==> src/rtl/gf180mcu_shared_buf_pkg.sv <==
// Shared types and width helpers for the shared-buffer arbiter.
// Width constants below describe the default N=4 / MAXG=8 / TURN=1 configuration.
package gf180mcu_shared_buf_pkg;

  typedef enum logic [1:0] {
    ST_IDLE  = 2'd0,
    ST_DRIVE = 2'd1,
    ST_TURN  = 2'd2
  } state_t;

  localparam int DEF_N    = 4;
  localparam int DEF_HOLD = 2;
  localparam int DEF_TURN = 1;
  localparam int DEF_MAXG = 8;

  function automatic int idx_w(input int n);
    return (n > 1) ? $clog2(n) : 1;
  endfunction

  function automatic int cnt_w(input int maxg);
    return $clog2(maxg + 1);
  endfunction

  function automatic int tcnt_w(input int turn);
    return $clog2(turn + 1);
  endfunction

  localparam int IDXW  = idx_w(DEF_N);
  localparam int CNTW  = cnt_w(DEF_MAXG);
  localparam int TCNTW = tcnt_w(DEF_TURN);

endpackage

==> src/rtl/gf180mcu_shared_buf_rr_pick.sv <==
// Rotating priority encoder: first set request at or above i_ptr, wrapping modulo N.
module gf180mcu_shared_buf_rr_pick #(
  parameter int N    = 4,
  parameter int IDXW = 2
) (
  input  logic [N-1:0]    i_req,
  input  logic [IDXW-1:0] i_ptr,
  output logic [IDXW-1:0] o_idx,
  output logic            o_valid
);

  int w_j;

  always_comb begin
    o_valid = |i_req;
    o_idx   = '0;
    w_j     = 0;
    // Scan from the farthest offset back toward i_ptr so the nearest request wins.
    for (int k = N - 1; k >= 0; k--) begin
      w_j = int'(i_ptr) + k;
      if (w_j >= N) w_j = w_j - N;
      if (i_req[IDXW'(w_j)]) o_idx = IDXW'(w_j);
    end
  end

endmodule

==> src/rtl/gf180mcu_shared_buf_arbiter.sv <==
// Round-robin owner selection for one shared output buffer, with a minimum hold,
// preemption after MAXG cycles and a TURN-cycle undriven gap between owners.
module gf180mcu_shared_buf_arbiter
  import gf180mcu_shared_buf_pkg::*;
#(
  parameter int N    = DEF_N,
  parameter int HOLD = DEF_HOLD,
  parameter int TURN = DEF_TURN,
  parameter int MAXG = DEF_MAXG
) (
  input  logic         CLK,
  input  logic         RST,
  input  logic [N-1:0] REQ,
  input  logic [N-1:0] DATA,
  output logic [N-1:0] GNT,
  output logic         BUF_I,
  output logic         BUF_EN,
  output logic         BUSY
);

  localparam int IW = idx_w(N);
  localparam int CW = cnt_w(MAXG);
  localparam int TW = tcnt_w(TURN);

  localparam logic [CW-1:0] HOLD_C = CW'(HOLD);
  localparam logic [CW-1:0] MAXG_C = CW'(MAXG);
  localparam logic [TW-1:0] TURN_C = TW'(TURN);
  localparam logic [IW-1:0] LAST_C = IW'(N - 1);

  state_t         r_state, w_state_next;
  logic [N-1:0]   r_gnt, w_gnt_next;
  logic           r_buf_i, w_buf_i_next;
  logic           r_buf_en, w_buf_en_next;
  logic [IW-1:0]  r_ptr, w_ptr_next;
  logic [IW-1:0]  r_g, w_g_next;
  logic [CW-1:0]  r_cnt, w_cnt_next;
  logic [TW-1:0]  r_tcnt, w_tcnt_next;

  logic [IW-1:0]  w_pick_idx;
  logic           w_pick_valid;
  logic [IW-1:0]  w_pick_inc;
  logic [N-1:0]   w_pick_onehot;
  logic           w_others;
  logic           w_release;
  logic           w_arb;

  gf180mcu_shared_buf_rr_pick #(
    .N    (N),
    .IDXW (IW)
  ) u_pick (
    .i_req   (REQ),
    .i_ptr   (r_ptr),
    .o_idx   (w_pick_idx),
    .o_valid (w_pick_valid)
  );

  assign w_pick_inc    = (w_pick_idx == LAST_C) ? '0 : w_pick_idx + IW'(1);
  assign w_pick_onehot = {{(N-1){1'b0}}, 1'b1} << w_pick_idx;

  // In DRIVE r_gnt is exactly the owner's bit, so masking it leaves the waiters.
  assign w_others  = |(REQ & ~r_gnt);
  assign w_release = (!REQ[r_g] && (r_cnt >= HOLD_C)) ||
                     ((r_cnt >= MAXG_C) && w_others);

  always_comb begin
    w_state_next  = r_state;
    w_gnt_next    = r_gnt;
    w_buf_i_next  = r_buf_i;
    w_buf_en_next = r_buf_en;
    w_ptr_next    = r_ptr;
    w_g_next      = r_g;
    w_cnt_next    = r_cnt;
    w_tcnt_next   = r_tcnt;
    w_arb         = 1'b0;

    case (r_state)
      ST_IDLE: w_arb = 1'b1;
      ST_DRIVE: begin
        if (w_release) begin
          w_state_next  = ST_TURN;
          w_gnt_next    = '0;
          w_buf_en_next = 1'b0;
          w_buf_i_next  = 1'b0;
          w_tcnt_next   = TW'(1);
        end else begin
          w_buf_i_next = DATA[r_g];
          if (r_cnt < MAXG_C) w_cnt_next = r_cnt + CW'(1);
        end
      end
      ST_TURN: begin
        if (r_tcnt < TURN_C) w_tcnt_next = r_tcnt + TW'(1);
        else                 w_arb       = 1'b1;
      end
      default: w_state_next = ST_IDLE;
    endcase

    if (w_arb) begin
      w_gnt_next    = '0;
      w_buf_en_next = 1'b0;
      w_buf_i_next  = 1'b0;
      if (w_pick_valid) begin
        w_state_next  = ST_DRIVE;
        w_g_next      = w_pick_idx;
        w_gnt_next    = w_pick_onehot;
        w_buf_en_next = 1'b1;
        w_buf_i_next  = DATA[w_pick_idx];
        w_cnt_next    = CW'(1);
        w_ptr_next    = w_pick_inc;
      end else begin
        w_state_next = ST_IDLE;
      end
    end
  end

  always_ff @(posedge CLK) begin
    if (RST) begin
      r_state  <= ST_IDLE;
      r_gnt    <= '0;
      r_buf_i  <= 1'b0;
      r_buf_en <= 1'b0;
      r_ptr    <= '0;
      r_g      <= '0;
      r_cnt    <= '0;
      r_tcnt   <= '0;
    end else begin
      r_state  <= w_state_next;
      r_gnt    <= w_gnt_next;
      r_buf_i  <= w_buf_i_next;
      r_buf_en <= w_buf_en_next;
      r_ptr    <= w_ptr_next;
      r_g      <= w_g_next;
      r_cnt    <= w_cnt_next;
      r_tcnt   <= w_tcnt_next;
    end
  end

  assign GNT    = r_gnt;
  assign BUF_I  = r_buf_i;
  assign BUF_EN = r_buf_en;
  assign BUSY   = (r_state != ST_IDLE);

endmodule

==> config.mk <==
export PLATFORM = sky130hd
export DESIGN_NAME = gf180mcu_shared_buf_arbiter
export DESIGN_NICKNAME = d
export VERILOG_FILES = /design/src/rtl/gf180mcu_shared_buf_pkg.sv /design/src/rtl/gf180mcu_shared_buf_rr_pick.sv /design/src/rtl/gf180mcu_shared_buf_arbiter.sv
export SDC_FILE = /design/constraint.sdc
export NUM_CORES = 1
export LEC_CHECK = 0
export BUFFER_PORTS_ARGS = -buffer_cell sky130_fd_sc_hd__buf_2
export CAP_MARGIN = 30
export CORE_MARGIN = 2
export CORE_UTILIZATION = 48
export DETAILED_ROUTE_END_ITERATION = 8
export PLACE_DENSITY = 0.73
export SYNTH_ARGS = -nofsm -noshare
export SYNTH_HDL_FRONTEND = slang
export SYNTH_HIERARCHICAL = 1
export SYNTH_SLANG_ARGS = --single-unit
==> constraint.sdc <==
create_clock -name CLK -period 1.8 [get_ports CLK]
set_input_delay 0.09 -clock CLK [delete_from_list [all_inputs] [get_ports CLK]]
set_output_delay 0.09 -clock CLK [all_outputs]
set_load 0.02 [all_outputs]
==> out/qor.yml, run 1 <==
status: "finished clean"
async_reset_ff_share_pct: 0
crit_fanout: 6
yosys.area_share.xor_xnor_pct: 0
ant_nets: 0
power.leakage_nw: 0.494
drc: 0
synthTopCellsByArea: "dfxtp_1, ha_1, a21oi_1"
clock_skew_ns: 0.00113
crit_required_ns: 1.99
n_antenna_cell: 0
netlist.top_cell.by_area: "dfxtp_1"
final-setup-viol-count: 0
dp_hpwl_um: 1680
syn_to_final_growth_pct: 17.7
synth_compound_area_share_pct: 25.4
worst_ep_arrival_time_ns: 1.96
die-height_um: 49.4
stdcell_count: 162
synth.cell_area_um2: 990
drtPass1Iterations: 4
yosysWarningCount: 6
finalCritPeriodShare_pct: 98.8
fillers: 200
cts_tree: "done"
r2r_start: "r_ptr[1]$_SDFFE_PP0P_"
netlist.area_leader.share_pct: 34.4
min_period_ns: 1.78
critPathLaunchType: "register"
worstSetupEndpointType: "register"
viasPerCell: 5.43
seq_area_um2: 347
synth_edf_count: 0
grt_overflow: 0
multi_input_area_um2: 624
yosysUniqueCellTypes: 33
muxShareOfSynthArea_pct: 8.22
die_w_um: 49.4
nNetsFinal: 153
hold_viol: 0
ys_top_cells_by_count: "dfxtp_1, nand2_1, a21oi_1"
hold_start: "RST"
io-pin-count: 17
cts_buffer_depth: 2
worstMarginPinSlew_ns: 0.394
synth_seq_area_share_pct: 34.4
clock_sinks: 17
rows: 16
wl_per_cell_um: 13.5
ys.flop_type: "dfxtp_1"
io_buffers: 16
final_layout_size_suffix_gt1_share_pct: 26.7
vias: 879
grt_max_degree: 16
clk_latency_ns: 0.29
start_util_pct: 50.4
fin_util_pct: 59.4
fp.dieArea_um2: 2440
relSlewSlack_pct: 73.7
drtIter0Drc: 28
synth_fa_ha_area_share_pct: 8.85
path_clk_slew_ns: 0.10
hold-worst-slack_ns: 0.142
synth_nets: 130
crit_start: "r_ptr[1]$_SDFFE_PP0P_"
drv_cap: 0
total_power_w: 0.000946
grt_first_pass_wirelength_um: 3840
grt_usage_pct: 20.5
crit_type: "reg -> reg"
htreeDepth: 1
hold_class: "in -> reg"
routed_wl_um: 2190
post_synth_inst_count: 113
ys_ff_latch: 17
root_buffer: "clkbuf_4"
final_max_slew_viol_count: 0
rsz0062_at_grt: "yes"
cts-buffers-inserted: 3
place_congestion: 0.765
syn_area_per_cell_um2: 8.76
placed_cells: 157
antenna_found_initial: 0
synthSimpleGateAreaFrac_pct: 20.0
grt_pass1_vias: 887
synth_top_family_by_area: "compound AO/OA/AOI/OAI gates"
coreArea_um2: 1960
p_per_area_nw_per_um2: 812
fmax_mhz: 562
max-vdd-ir-drop_mv: 0.437
-- final cells by class --
class	instances	area share, %
inverters	6	1.93
flip-flops and latches	17	29.8
clock inverters	1	0.430
clock buffers	3	1.93
repair buffers	20	9.45
multi-input cells	88	53.6
well taps	27	2.90
-- timing repair --
action,4_1_cts,5_1_grt
setup endpoints to repair,1,7
hold buffers,0,0
gates resized for setup,1,5
buffers inserted,0,1
pin swaps,1,0
-- power breakdown --
| part | switching, W | total (W) | internal, W | leakage, nW |
|---|---|---|---|---|
| registers | 0.0000324 | 0.000447 | 0.000415 | 0.141 |
| logic | 0.000163 | 0.000289 | 0.000125 | 0.336 |
| clock network | 0.000127 | 0.000210 | 0.0000828 | 0.0177 |
-- final timing paths --
| kind | end | slack, ns | cells past startpoint |
|---|---|---|---|
| max | BUF_I$_SDFFE_PP0P_ | 0.02 | 5 |
| max reg2reg | BUF_I$_SDFFE_PP0P_ | 0.02 | 5 |
| min reg2reg | r_g[0]$_SDFFE_PP0P_ | 0.49 | 2 |
| min | r_ptr[0]$_SDFFE_PP0P_ | 0.14 | 2 |
-- routing by layer --
metal | vias to the layer above | part of all wire, % | global-route usage (%)
met5 | - | 0 | 0
met4 | 0 | 0.55 | 6.94
met3 | 2 | 2.6 | 3.68
met2 | 13 | 52 | 36.3
met1 | 416 | 44 | 25.0
li1 | 448 | - | -
-- sequential cells by signal, indices dropped and copies added, names as in the netlist --
signal / flops
r_tcnt: 1
BUF_I: 1
BUF_EN: 1
r_cnt: 4
r_state: 2
r_g: 2
GNT: 4
r_ptr: 2
-- placed cells by master, fill, tap and decap left out, drive strengths merged --
master and instances:
o21ai 7, nor3 2, nor3b 1, nand2b 2, clkbuf 3, a211oi 2
dfxtp 17, a21o 1, a2111oi 1, or3 1, or2 1, ha 7
mux2i 1, mux4 3, nor2b 5, nor2 9, inv 6, o211ai 1
o211a 1, o21a 1, buf 20, nand2 17, o221a 1, a21oi 15
and2 2, a21boi 2, o2111a 1, nand3 1, and3b 1, clkinv 1
a221oi 1, a311oi 1
-- logic make-up (layout without fill, tap and decap cells) --
logic type | count (synthesis) | count (layout)
AND/OR/NAND/NOR | 42 | 42
adder cells (fa/ha/maj) | 7 | 7
flip-flops | 17 | 17
multiplexers | 4 | 4
buffers and inverters | 8 | 30
AO/OA/AOI/OAI | 35 | 35
-- worst max-delay path, stage by stage, from the launching register on --
cell,delay (ns)
dfxtp_4,0.38
mux2i_1,0.13
a211oi_2,0.30
mux4_2,0.55
a221oi_2,0.26
nor3_1,0.07
-- per-stage QoR --
| step | instance area, µm² | setup TNS [ns] | setup slack [ns] |
|---|---|---|---|
| 2_1_floorplan | 991 | -0.0429 | -0.0429 |
| 3_3_place_gp | 1120 | 0 | 0.0416 |
| 3_5_place_dp | 1120 | -0.00935 | -0.00935 |
| 4_1_cts | 1150 | 0 | 0.0137 |
| 5_1_grt | 1160 | -0.0884 | -0.0884 |
| 6_report | 1160 | 0 | 0.0218 |
Note: power is estimated with default switching activity, not from simulation.
==> inputs of run 2 (changes only) <==
--- a/config.mk
+++ b/config.mk
@@ -8,9 +8,9 @@
 export BUFFER_PORTS_ARGS = -buffer_cell sky130_fd_sc_hd__buf_2
 export CAP_MARGIN = 30
 export CORE_MARGIN = 2
-export CORE_UTILIZATION = 48
+export CORE_UTILIZATION = 58
 export DETAILED_ROUTE_END_ITERATION = 8
-export PLACE_DENSITY = 0.73
+export PLACE_DENSITY = 0.82
 export SYNTH_ARGS = -nofsm -noshare
 export SYNTH_HDL_FRONTEND = slang
 export SYNTH_HIERARCHICAL = 1
==> constraint.sdc (replaced) <==
create_clock -name CLK -period 2.15 [get_ports CLK]
set_input_delay 0.1075 -clock CLK [delete_from_list [all_inputs] [get_ports CLK]]
set_output_delay 0.1075 -clock CLK [all_outputs]
set_load 0.02 [all_outputs]
==> out/qor.yml, run 2 (same netlist as run 1, synthesis figures left out) <==
total_power_w: 0.000779
path_clk_slew_ns: 0.09
min_period_ns: 1.94
crit_fanout: 5
grt_max_degree: 16
fillers: 140
fin_util_pct: 71.5
nNetsFinal: 150
final_layout_size_suffix_gt1_share_pct: 20.5
post-route-cell-area_um2: 1110
clock_skew_ns: 0.000889
postPlaceCellArea_um2: 1090
vias: 898
n_antenna_cell: 0
worstMarginPinSlew_ns: 0.880
cts_setup_buffers: 0
drtPass1Iterations: 4
grt_pass1_vias: 889
fp.dieArea_um2: 2050
drtIter0Drc: 18
routed_wl_um: 2280
worstSetupEndpointType: "register"
crit_type: "reg -> reg"
cts_buffer_depth: 2
die-height_um: 45.3
worst_ep_arrival_time_ns: 2.12
ant_nets: 0
grt_first_pass_wirelength_um: 3910
rows: 14
fmax_mhz: 516
status: "finished clean"
clock_sinks: 17
seq_area_um2: 340
final_cell_mix: "dfxtp_1, nand2_1, buf_2"
crit_required_ns: 2.33
postCtsHoldBufs: 0
viasPerCell: 6.07
rsz0062_at_grt: "no"
final-setup-viol-count: 0
grt_usage_pct: 26.6
cts_resized: 0
coreArea_um2: 1560
wl_per_cell_um: 15.4
drc: 0
syn_to_final_growth_pct: 12.6
dp_hpwl_um: 1670
die_w_um: 45.3
hold_viol: 0
hold_class: "in -> reg"
root_buffer: "clkbuf_4"
place_congestion: 0.829
io-pin-count: 17
antenna_found_initial: 0
p_per_area_nw_per_um2: 699
relSlewSlack_pct: 40.8
multi_input_area_um2: 618
tns_ns: 0
clk_latency_ns: 0.29
finalCritPeriodShare_pct: 90.2
htreeDepth: 1
final_max_slew_viol_count: 0
start_util_pct: 63.5
grt_overflow: 0
power.leakage_nw: 0.475
critPathLaunchType: "register"
max-vdd-ir-drop_mv: 0.529
drv_cap: 0
cts-buffers-inserted: 3
io_buffers: 16
cts_tree: "done"
[run 2: power breakdown]
group	total (W)	internal, W	switching, W
Sequential	0.000372	0.000345	0.0000271
Combinational	0.000235	0.0000977	0.000138
Clock	0.000172	0.0000723	0.0000997
Total	0.000779	0.000515	0.000264
[run 2: final cells by class]
| type | count | share of cell area [%] |
|---|---|---|
| timing repair buffer | 17 | 7.86 |
| inverter | 6 | 2.02 |
| sequential | 17 | 30.5 |
| multi-input combinational | 88 | 55.4 |
| tap | 16 | 1.80 |
| clock buffer | 4 | 2.36 |
[run 2: routing by layer]
layer	part of all wire [%]	GRT usage, %
met1	41	32.1
met4	2.7	10.6
met5	0	0
met2	53	47.7
met3	3.8	2.80
[run 2: through the flow]
stage,instances,hold WS (ns),setup WS (ns)
2_1_floorplan,113,0.177,0.278
3_3_place_gp,144,0.461,0.362
3_5_place_dp,144,0.468,0.304
4_1_cts,148,0.160,0.227
5_1_grt,148,0.180,0.0988
6_report,148,0.175,0.211
[run 2: worst paths after layout]
check        slack [ns]                    end  cells past startpoint                   from
max                0.21     BUF_I$_SDFFE_PP0P_                      6  r_ptr[0]$_SDFFE_PP0P_
min                0.18  r_ptr[1]$_SDFFE_PP0P_                      2                    RST
max reg2reg        0.21     BUF_I$_SDFFE_PP0P_                      6  r_ptr[0]$_SDFFE_PP0P_
min reg2reg        0.50    r_g[1]$_SDFFE_PP0P_                      2    r_g[1]$_SDFFE_PP0P_
[run 2: critical path, stage by stage (launching register included)]
cell,delay [ns]
dfxtp_1,0.41
nor3b_1,0.22
a211oi_1,0.09
nor2_1,0.35
mux4_2,0.38
a221oi_2,0.30
nor3_1,0.07
